## config.mk

```make
export PLATFORM = sky130hd
export DESIGN_NAME = pc_flow_ctrl
export DESIGN_NICKNAME = d
export VERILOG_FILES = /design/src/rtl/pc_flow_ctrl.sv
export SDC_FILE = /design/constraint.sdc
export NUM_CORES = 1
export LEC_CHECK = 0
export BUFFER_PORTS_ARGS = -buffer_cell sky130_fd_sc_hd__buf_2
export CAP_MARGIN = 20
export CORE_ASPECT_RATIO = 0.75
export CORE_MARGIN = 2
export CORE_UTILIZATION = 40
export CTS_BUF_LIST = sky130_fd_sc_hd__clkbuf_8 sky130_fd_sc_hd__clkbuf_16
export DETAILED_ROUTE_END_ITERATION = 6
export GPL_ROUTABILITY_DRIVEN = 0
export PLACE_DENSITY = 0.72
export SLEW_MARGIN = 20
export SYNTH_ARGS = -nofsm -noshare
export SYNTH_HDL_FRONTEND = slang
export SYNTH_SLANG_ARGS = --single-unit
```

## constraint.sdc

```tcl
create_clock -name clk -period 2.4 [get_ports clk]
set_input_delay 0.48 -clock clk [delete_from_list [all_inputs] [get_ports clk]]
set_output_delay 0.48 -clock clk [all_outputs]
set_load 0.02 [all_outputs]
```

## src/rtl/pc_flow_ctrl.sv

```systemverilog
// Multicycle PC sequencing controller: drives the PC-source mux select and the
// PC/EPC write enables through fetch, decode, execute and exception entry.
module pc_flow_ctrl #(
   parameter int unsigned MEM_WAIT = 1
) (
   input  logic       clk,
   input  logic       reset,
   input  logic [2:0] instr_class,
   input  logic       alu_zero,
   input  logic       ovf,
   input  logic       div0,
   input  logic       exec_done,
   output logic [1:0] pc_src,
   output logic       pc_write,
   output logic       epc_write,
   output logic       mem_read,
   output logic       addr_vec,
   output logic [1:0] vec_sel,
   output logic       alu_pc_minus4,
   output logic       alu_target_en,
   output logic [1:0] exc_cause,
   output logic       instr_done
);

   localparam int unsigned CNT_W = 4;
   localparam int unsigned CLS_W = 3;
   localparam int unsigned SRC_W = 2;
   localparam int unsigned CAU_W = 2;

   localparam bit               HAS_WAIT  = (MEM_WAIT != 0);
   localparam logic [CNT_W-1:0] WAIT_INIT = CNT_W'((MEM_WAIT > 0) ? (MEM_WAIT - 1) : 0);

   localparam logic [CLS_W-1:0] CLS_SEQ = 3'b000;
   localparam logic [CLS_W-1:0] CLS_BEQ = 3'b001;
   localparam logic [CLS_W-1:0] CLS_BNE = 3'b010;
   localparam logic [CLS_W-1:0] CLS_J   = 3'b011;
   localparam logic [CLS_W-1:0] CLS_JR  = 3'b100;
   localparam logic [CLS_W-1:0] CLS_RTE = 3'b101;

   localparam logic [SRC_W-1:0] SRC_EPC  = 2'b00;
   localparam logic [SRC_W-1:0] SRC_ALU  = 2'b01;
   localparam logic [SRC_W-1:0] SRC_OUT  = 2'b10;
   localparam logic [SRC_W-1:0] SRC_JCAT = 2'b11;

   localparam logic [CAU_W-1:0] CAUSE_NONE = 2'b00;
   localparam logic [CAU_W-1:0] CAUSE_ILL  = 2'b01;
   localparam logic [CAU_W-1:0] CAUSE_OVF  = 2'b10;
   localparam logic [CAU_W-1:0] CAUSE_DIV0 = 2'b11;

   typedef enum logic [2:0] {
      S_FETCH,
      S_FETCH_WAIT,
      S_DECODE,
      S_EXEC,
      S_EXC_EPC,
      S_EXC_VEC,
      S_EXC_WAIT,
      S_EXC_JUMP
   } state_e;

   state_e             state_q, state_d;
   logic [CNT_W-1:0]   cnt_q, cnt_d;
   logic [CLS_W-1:0]   class_q, class_d;
   logic [CAU_W-1:0]   cause_q, cause_d;

   logic               in_exec_c;
   logic               exc_hit_c;
   logic [CAU_W-1:0]   exc_code_c;
   logic               exec_last_c;
   logic               illegal_c;

   // Same-cycle exception detection while executing; ovf outranks div0
   assign in_exec_c   = (state_q == S_EXEC);
   assign exc_hit_c   = in_exec_c && (ovf || div0);
   assign exc_code_c  = ovf ? CAUSE_OVF : CAUSE_DIV0;
   assign exec_last_c = (class_q == CLS_SEQ) ? exec_done : 1'b1;
   assign illegal_c   = (instr_class[2:1] == 2'b11);

   // State register
   always_ff @(posedge clk or negedge reset) begin
      if (!reset) begin
         state_q <= S_FETCH;
         cnt_q   <= '0;
         class_q <= CLS_SEQ;
         cause_q <= CAUSE_NONE;
      end else begin
         state_q <= state_d;
         cnt_q   <= cnt_d;
         class_q <= class_d;
         cause_q <= cause_d;
      end
   end

   // Next-state logic
   always_comb begin
      state_d = state_q;
      cnt_d   = cnt_q;
      class_d = class_q;
      cause_d = cause_q;
      case (state_q)
         S_FETCH: begin
            if (HAS_WAIT) begin
               state_d = S_FETCH_WAIT;
               cnt_d   = WAIT_INIT;
            end else begin
               state_d = S_DECODE;
            end
         end
         S_FETCH_WAIT: begin
            if (cnt_q == '0) begin
               state_d = S_DECODE;
            end else begin
               cnt_d = cnt_q - CNT_W'(1);
            end
         end
         S_DECODE: begin
            class_d = instr_class;
            if (illegal_c) begin
               state_d = S_EXC_EPC;
               cause_d = CAUSE_ILL;
            end else begin
               state_d = S_EXEC;
            end
         end
         S_EXEC: begin
            if (exc_hit_c) begin
               state_d = S_EXC_EPC;
               cause_d = exc_code_c;
            end else if (exec_last_c) begin
               state_d = S_FETCH;
               if (class_q == CLS_RTE) begin
                  cause_d = CAUSE_NONE;
               end
            end
         end
         S_EXC_EPC: begin
            state_d = S_EXC_VEC;
         end
         S_EXC_VEC: begin
            if (HAS_WAIT) begin
               state_d = S_EXC_WAIT;
               cnt_d   = WAIT_INIT;
            end else begin
               state_d = S_EXC_JUMP;
            end
         end
         S_EXC_WAIT: begin
            if (cnt_q == '0) begin
               state_d = S_EXC_JUMP;
            end else begin
               cnt_d = cnt_q - CNT_W'(1);
            end
         end
         S_EXC_JUMP: begin
            state_d = S_FETCH;
         end
         default: begin
            state_d = S_FETCH;
         end
      endcase
   end

   // Output decode; everything is forced to idle values while reset is held
   always_comb begin
      pc_src        = SRC_ALU;
      pc_write      = 1'b0;
      epc_write     = 1'b0;
      mem_read      = 1'b0;
      addr_vec      = 1'b0;
      vec_sel       = CAUSE_NONE;
      alu_pc_minus4 = 1'b0;
      alu_target_en = 1'b0;
      instr_done    = 1'b0;
      if (reset) begin
         case (state_q)
            S_FETCH: begin
               mem_read = 1'b1;
               pc_write = 1'b1;
            end
            S_DECODE: begin
               alu_target_en = 1'b1;
            end
            S_EXEC: begin
               case (class_q)
                  CLS_BEQ: begin
                     pc_src   = SRC_OUT;
                     pc_write = alu_zero;
                  end
                  CLS_BNE: begin
                     pc_src   = SRC_OUT;
                     pc_write = !alu_zero;
                  end
                  CLS_J: begin
                     pc_src   = SRC_JCAT;
                     pc_write = 1'b1;
                  end
                  CLS_JR: begin
                     pc_src   = SRC_ALU;
                     pc_write = 1'b1;
                  end
                  CLS_RTE: begin
                     pc_src   = SRC_EPC;
                     pc_write = 1'b1;
                  end
                  default: begin
                     pc_write = 1'b0;
                  end
               endcase
               if (exc_hit_c) begin
                  pc_write = 1'b0;
               end
               instr_done = exec_last_c && !exc_hit_c;
            end
            S_EXC_EPC: begin
               alu_pc_minus4 = 1'b1;
               epc_write     = 1'b1;
            end
            S_EXC_VEC: begin
               mem_read = 1'b1;
               addr_vec = 1'b1;
               vec_sel  = cause_q;
            end
            S_EXC_JUMP: begin
               pc_src     = SRC_OUT;
               pc_write   = 1'b1;
               instr_done = 1'b1;
            end
            default: begin
               pc_src = SRC_ALU;
            end
         endcase
      end
   end

   assign exc_cause = cause_q;

endmodule

```

Yosys cells after proc, flatten, opt, wreduce, memory -nomap -nowiden
Cells that the tools add are included.

word-level totals
  bits in registers = 12
  input port bits = 9
  output and inout port bits = 13

cells by class
  $add $sub $neg = 1
  equality and inequality tests = 19
  multiplexer cells = 34
  reductions and logical operators = 18

operator list
  operator                                                count
  one-hot mux 3 bit (8 select lines)                      1
  == test 3 bit (second input constant)                   6
  two-way mux 3 bit                                       5
  two-way mux 2 bit                                       7
  two-way mux 1 bit                                       13
  == test 3 x 2 -> 1 bit (second input constant)          4
  inequality test 2 bit (second input constant)           4
  one-hot mux 2 bit (2 select lines)                      2
  one-hot mux 4 bit (2 select lines)                      1
  OR reduction 2 bit                                      4
  == test 3 x 1 -> 1 bit (second input constant)          2
  zero test 3 bit                                         2
  inequality test 3 x 1 -> 1 bit (second input constant)  2
  one-hot mux 2 bit (3 select lines)                      1
  zero test 4 bit                                         1
  two-way mux 4 bit                                       1
  one-hot mux 1 bit (2 select lines)                      2
  AND reduction 4 bit                                     1
  nonzero test 2 bit                                      2
  subtractor 4 x 1 -> 4 bit (second input constant)       1
  one-hot mux 1 bit (3 select lines)                      1
  AND reduction 3 bit                                     1
  OR reduction 3 bit                                      1
  == test 2 bit (second input constant)                   1
  other kinds (4)                                         6

Depth between registers and ports, before layout
  depth in word-level cells = 6
  depth in mapped cells = 6

Least setup slack after synthesis
No wires, ideal clock.

  kind = register -> output
  from = reg state_q[2]
  to = out pc_src[0]
  arrival = 1.461 ns
  required time = 1.920 ns
  setup slack = 0.459 ns
  cell stages (with the launch flop) = 3
  buffers on the path = 1
  cells stage by stage = dfrtp_1 > clkbuf_1 > o311ai_0

between the ends
  word-level cells in the longest chain between the ends = 3

RTL lines
  what                                                     line  RTL
  start, declared                                          61    state_e state_q, state_d;
  start signal, assigned                                   87    state_q <= state_d;
  == test 3 bit or == test 3 x 2 -> 1 bit (tied branches)  175   case (state_q)
  one-hot mux 2 bit (2 select lines) (*)                   175
  two-way mux 2 bit (*)                                    174   if (reset) begin
  end, declared                                            13    output logic [1:0] pc_src,

Mark *: on every way between the ends. The rest lies on a longest branch, timed or not.

Worst setup path after layout
  from = reg state_q[0]
  to = out mem_read

between the ends
  word-level cells in the longest chain between the ends = 4

RTL lines
  what                                              line  RTL
  == test 3 bit or zero test 3 bit (tied branches)  175
  OR reduction 2 bit (no line) (*)                  --
  two-way mux 1 bit (*)                             175
  two-way mux 1 bit (*)                             174
  end, declared                                     16    output logic mem_read,

Marks and branches as above.

==> results.txt <==
The number of flops mapped to enable cells by yosys came out at 0. The pin count of the biggest net entering global routing is 19. The number of antenna violations at the first check in global routing came to 0. The number of global-route vias before repair came out at about 700. From left edge to right edge, the die measures approximately 57 um.

Headroom to the max-slew limit came out at between 60% and 70%. The number of distinct library cells after synthesis came out at 36. The region available for standard cell placement spans 2014 um^2. The starting DRC count in detailed routing is 34. The worst hold path belongs to the class primary input to async pin.

The CTS tree is done. Yosys instantiated no cell more often than sky130_fd_sc_hd__dfrtp_1. The actual transition at the worst max-transition pin is ~0.52 ns. The effective utilization at floorplan is between 40% and 50%. The post-detailed-route count of antenna-violating nets came out at 0. The total I/O pin count came out at 22. The worst setup path is launched from a flip-flop. The area growth from synthesis to final layout came out at 20.03%. The aggregate global-route resource usage is ~17%.

The TritonCTS buffer count is 3. Sorting the synthesized cells by how often they occur yields sky130_fd_sc_hd__dfrtp_1 (12), sky130_fd_sc_hd__o21ai_0 (10), sky130_fd_sc_hd__nor2_1 (9), sky130_fd_sc_hd__nand2_1 (7), sky130_fd_sc_hd__a21oi_1 (6). The hold violation count in the final report is 0. STA classifies the critical path endpoint as an output pin.

The smallest hold slack came out at 0.1074 ns. The number of detailed-route iterations in the first pass is 5. The layout cell share with drive strength beyond 1 is roughly a quarter. The top cell type's share of synthesized area is roughly 35%.

The sequential fraction of the synthesis area is 35.35%. For the worst setup path, the data required time is ~1.9 ns. The count of buffers inserted at the top-level ports is 21.

For this design, the slowest cell found on the critical path is sky130_fd_sc_hd__dfrtp_1. The number of filler cells placed in the layout came out at roughly 190. The critical path goes through and2b_1, nor3_1, and2_1, buf_2. The cell area after layout is about 1000 um^2.

The number of flip-flops and latches in the synthesized netlist came out at 12. For the worst setup path, the data arrival time is 1.70 ns. Adding up every negative setup slack in the final design gives 0 ns. The deepest clock path buffer count is 2.

The count of yosys warnings during synthesis came out at 0. After layout, the worst setup slack is between 0.2 and 0.25 ns. The placed wire-length estimate after detailed placement came out at approximately 1500 um. The post-placement cell area is 964.7 um^2. The number of remaining DRC errors came out at 0. In the routed layout, each cell is associated on average with a via count of around 6.

By area the synthesized netlist is led by sky130_fd_sc_hd__dfrtp_1 (35%), sky130_fd_sc_hd__mux2_2 (6.6%), sky130_fd_sc_hd__o21ai_0 (5.9%). The average wire per standard cell is between 10 and 15 um. From bottom edge to top edge, the die measures about 44 um. In this run the number of H-tree levels came out at 1. The count of hold-fix buffers inserted at cts came out at 0. Setup violations remaining at the end of the flow were counted as 0.

The number of post-CTS setup repair buffers is 0. The site row count came out at 14. The primary flip-flop cell chosen by synthesis mapping is sky130_fd_sc_hd__dfrtp_1. The number of nets in the synthesized netlist is between 100 and 150.

The worst voltage drop across the vdd grid is around 770 uV. The largest total area in the synthesized netlist belongs to sky130_fd_sc_hd__dfrtp_1. In this run the power density over the cells is ~1200 nW/um^2. The routed wire length came out at between 1500 and 2000 um. The analysis attributes to cell leakage a power of 0.4549 nW.

The number of antenna diodes in the final layout is 0. Clock tree synthesis found a total of 12 sinks. The clock arrives with between 0.007 and 0.008 ns of skew. Setup repair after global routing left no endpoint under its margin.

The first global-routing pass estimated 3146 um of wire. The family of cells with the greatest summed delay on the critical path is simple AND/OR/NAND/NOR gates. The number of gates resized after CTS is 0.

The CTS clock-pin slew for the worst setup and hold paths is around 0.06 ns. The synthesized cell area is 849.6 um^2. The clock latency on the worst-skew pair is between 0.2 and 0.3 ns. The run finished with clean final reports. Of all flip-flops after synthesis, the portion carrying an async set or reset was 100.0%. The reported max-cap violation count is 0.

The remaining global-route overflow came out at 0. The biggest cell delay along the critical path came out at 0.59 ns. The portion of the clock cycle consumed by the worst path in the final layout came out at 90.93%. The library cell used as clock root buffer is sky130_fd_sc_hd__clkbuf_8. The setup path with the least slack is of type flip-flop to output pin.

Counting both buffers and inverters, the worst setup path holds a total of 1. The highest attainable clock frequency is about 460 MHz. The count of nets after finishing came out at ~130. The via count of the routed design came out at 850.

The cell count after synthesis came out at just over 100. The fraction of the core area covered by cells at the end of the flow is between 50% and 60%. The maximum fanout count along the critical path is 16. The mean post-synth cell area came out at roughly 8.4 um^2.

Before CTS, the worst setup slack after placement is approximately 0.50 ns. The clock period could shrink to 2.182 ns. The count of final max-slew check failures was 0. The area of the die came out at around 2500 um^2.
report_power, final:
part | switching [mW] | internal (mW) | total, mW
logic | 0.314 | 0.238 | 0.552
clock network | 0.0800 | 0.145 | 0.225
registers | 0.158 | 0.270 | 0.428
total | 0.553 | 0.653 | 1.21
cells in the final DEF (no fill, tap or decap), types with 3 or more instances in the layout:
master / count
sky130_fd_sc_hd__a21oi_1: 6
sky130_fd_sc_hd__o21ai_0: 10
sky130_fd_sc_hd__nor3_1: 3
sky130_fd_sc_hd__o211ai_1: 4
sky130_fd_sc_hd__dfrtp_1: 12
sky130_fd_sc_hd__and2_1: 5
sky130_fd_sc_hd__buf_2: 21
sky130_fd_sc_hd__mux2_2: 5
sky130_fd_sc_hd__or4_1: 3
sky130_fd_sc_hd__clkbuf_8: 4
sky130_fd_sc_hd__nor2_1: 9
sky130_fd_sc_hd__nand2_1: 7
sky130_fd_sc_hd__inv_1: 3
sky130_fd_sc_hd__a22oi_1: 3
area by class of cell:
cell class	count	area [um^2]	area share, %
well taps	24	30.03	2.945
clock buffers	4	55.05	5.399
multi-input cells	80	510.5	50.06
repair buffers	22	112.6	11.04
flip-flops and latches	12	300.3	29.45
inverters	3	11.26	1.104
state kept, by name (all words and copies together), names as in the netlist:
signal / count
cnt_q: 4
class_q: 3
state_q: 3
exc_cause: 2
per-stage QoR:
stage | power [mW] | instances
6_report | 1.206 | 145
5_1_grt | 1.293 | 145
4_1_cts | 1.203 | 145
3_5_place_dp | 0.9731 | 141
3_3_place_gp | 0.9558 | 141
2_1_floorplan | 0.8289 | 101
path summary, 6_finish.rpt:
| check | start | endpoint | slack [ns] | cells past startpoint |
|---|---|---|---|---|
| worst min register to register | cnt_q[0]$_DFFE_PN0P_ | cnt_q[0]$_DFFE_PN0P_ | 0.53 | 1 |
| max in group asynchronous | reset | cnt_q[0]$_DFFE_PN0P_ | 1.91 | 2 |
| worst max-delay path | state_q[0]$_DFFE_PN0P_ | mem_read | 0.22 | 4 |
| min in group clk | instr_class[0] | class_q[0]$_DFFE_PN0N_ | 0.47 | 2 |
| worst max register to register | cnt_q[0]$_DFFE_PN0P_ | cnt_q[3]$_DFFE_PN0P_ | 0.53 | 6 |
| worst min-delay path | reset | state_q[1]$_DFFE_PN0P_ | 0.11 | 1 |
kinds of logic (layout without fill, tap and decap cells):
family / after synthesis / after routing / share of synthesized area, %
adder cells (fa/ha/maj): 1 / 1 / 1.473
AO/OA/AOI/OAI: 32 / 32 / 24.01
buffers and inverters: 9 / 29 / 4.565
multiplexers: 5 / 5 / 6.627
flip-flops: 12 / 12 / 35.35
AND/OR/NAND/NOR: 42 / 42 / 27.98
routing by layer:
metal	global-route usage [%]	routed length, um
met3	7.164	132
met1	24.31	1001
met4	3.721	10
met2	22.53	812
met5	0	0
Power figures use the tool's default switching activity.
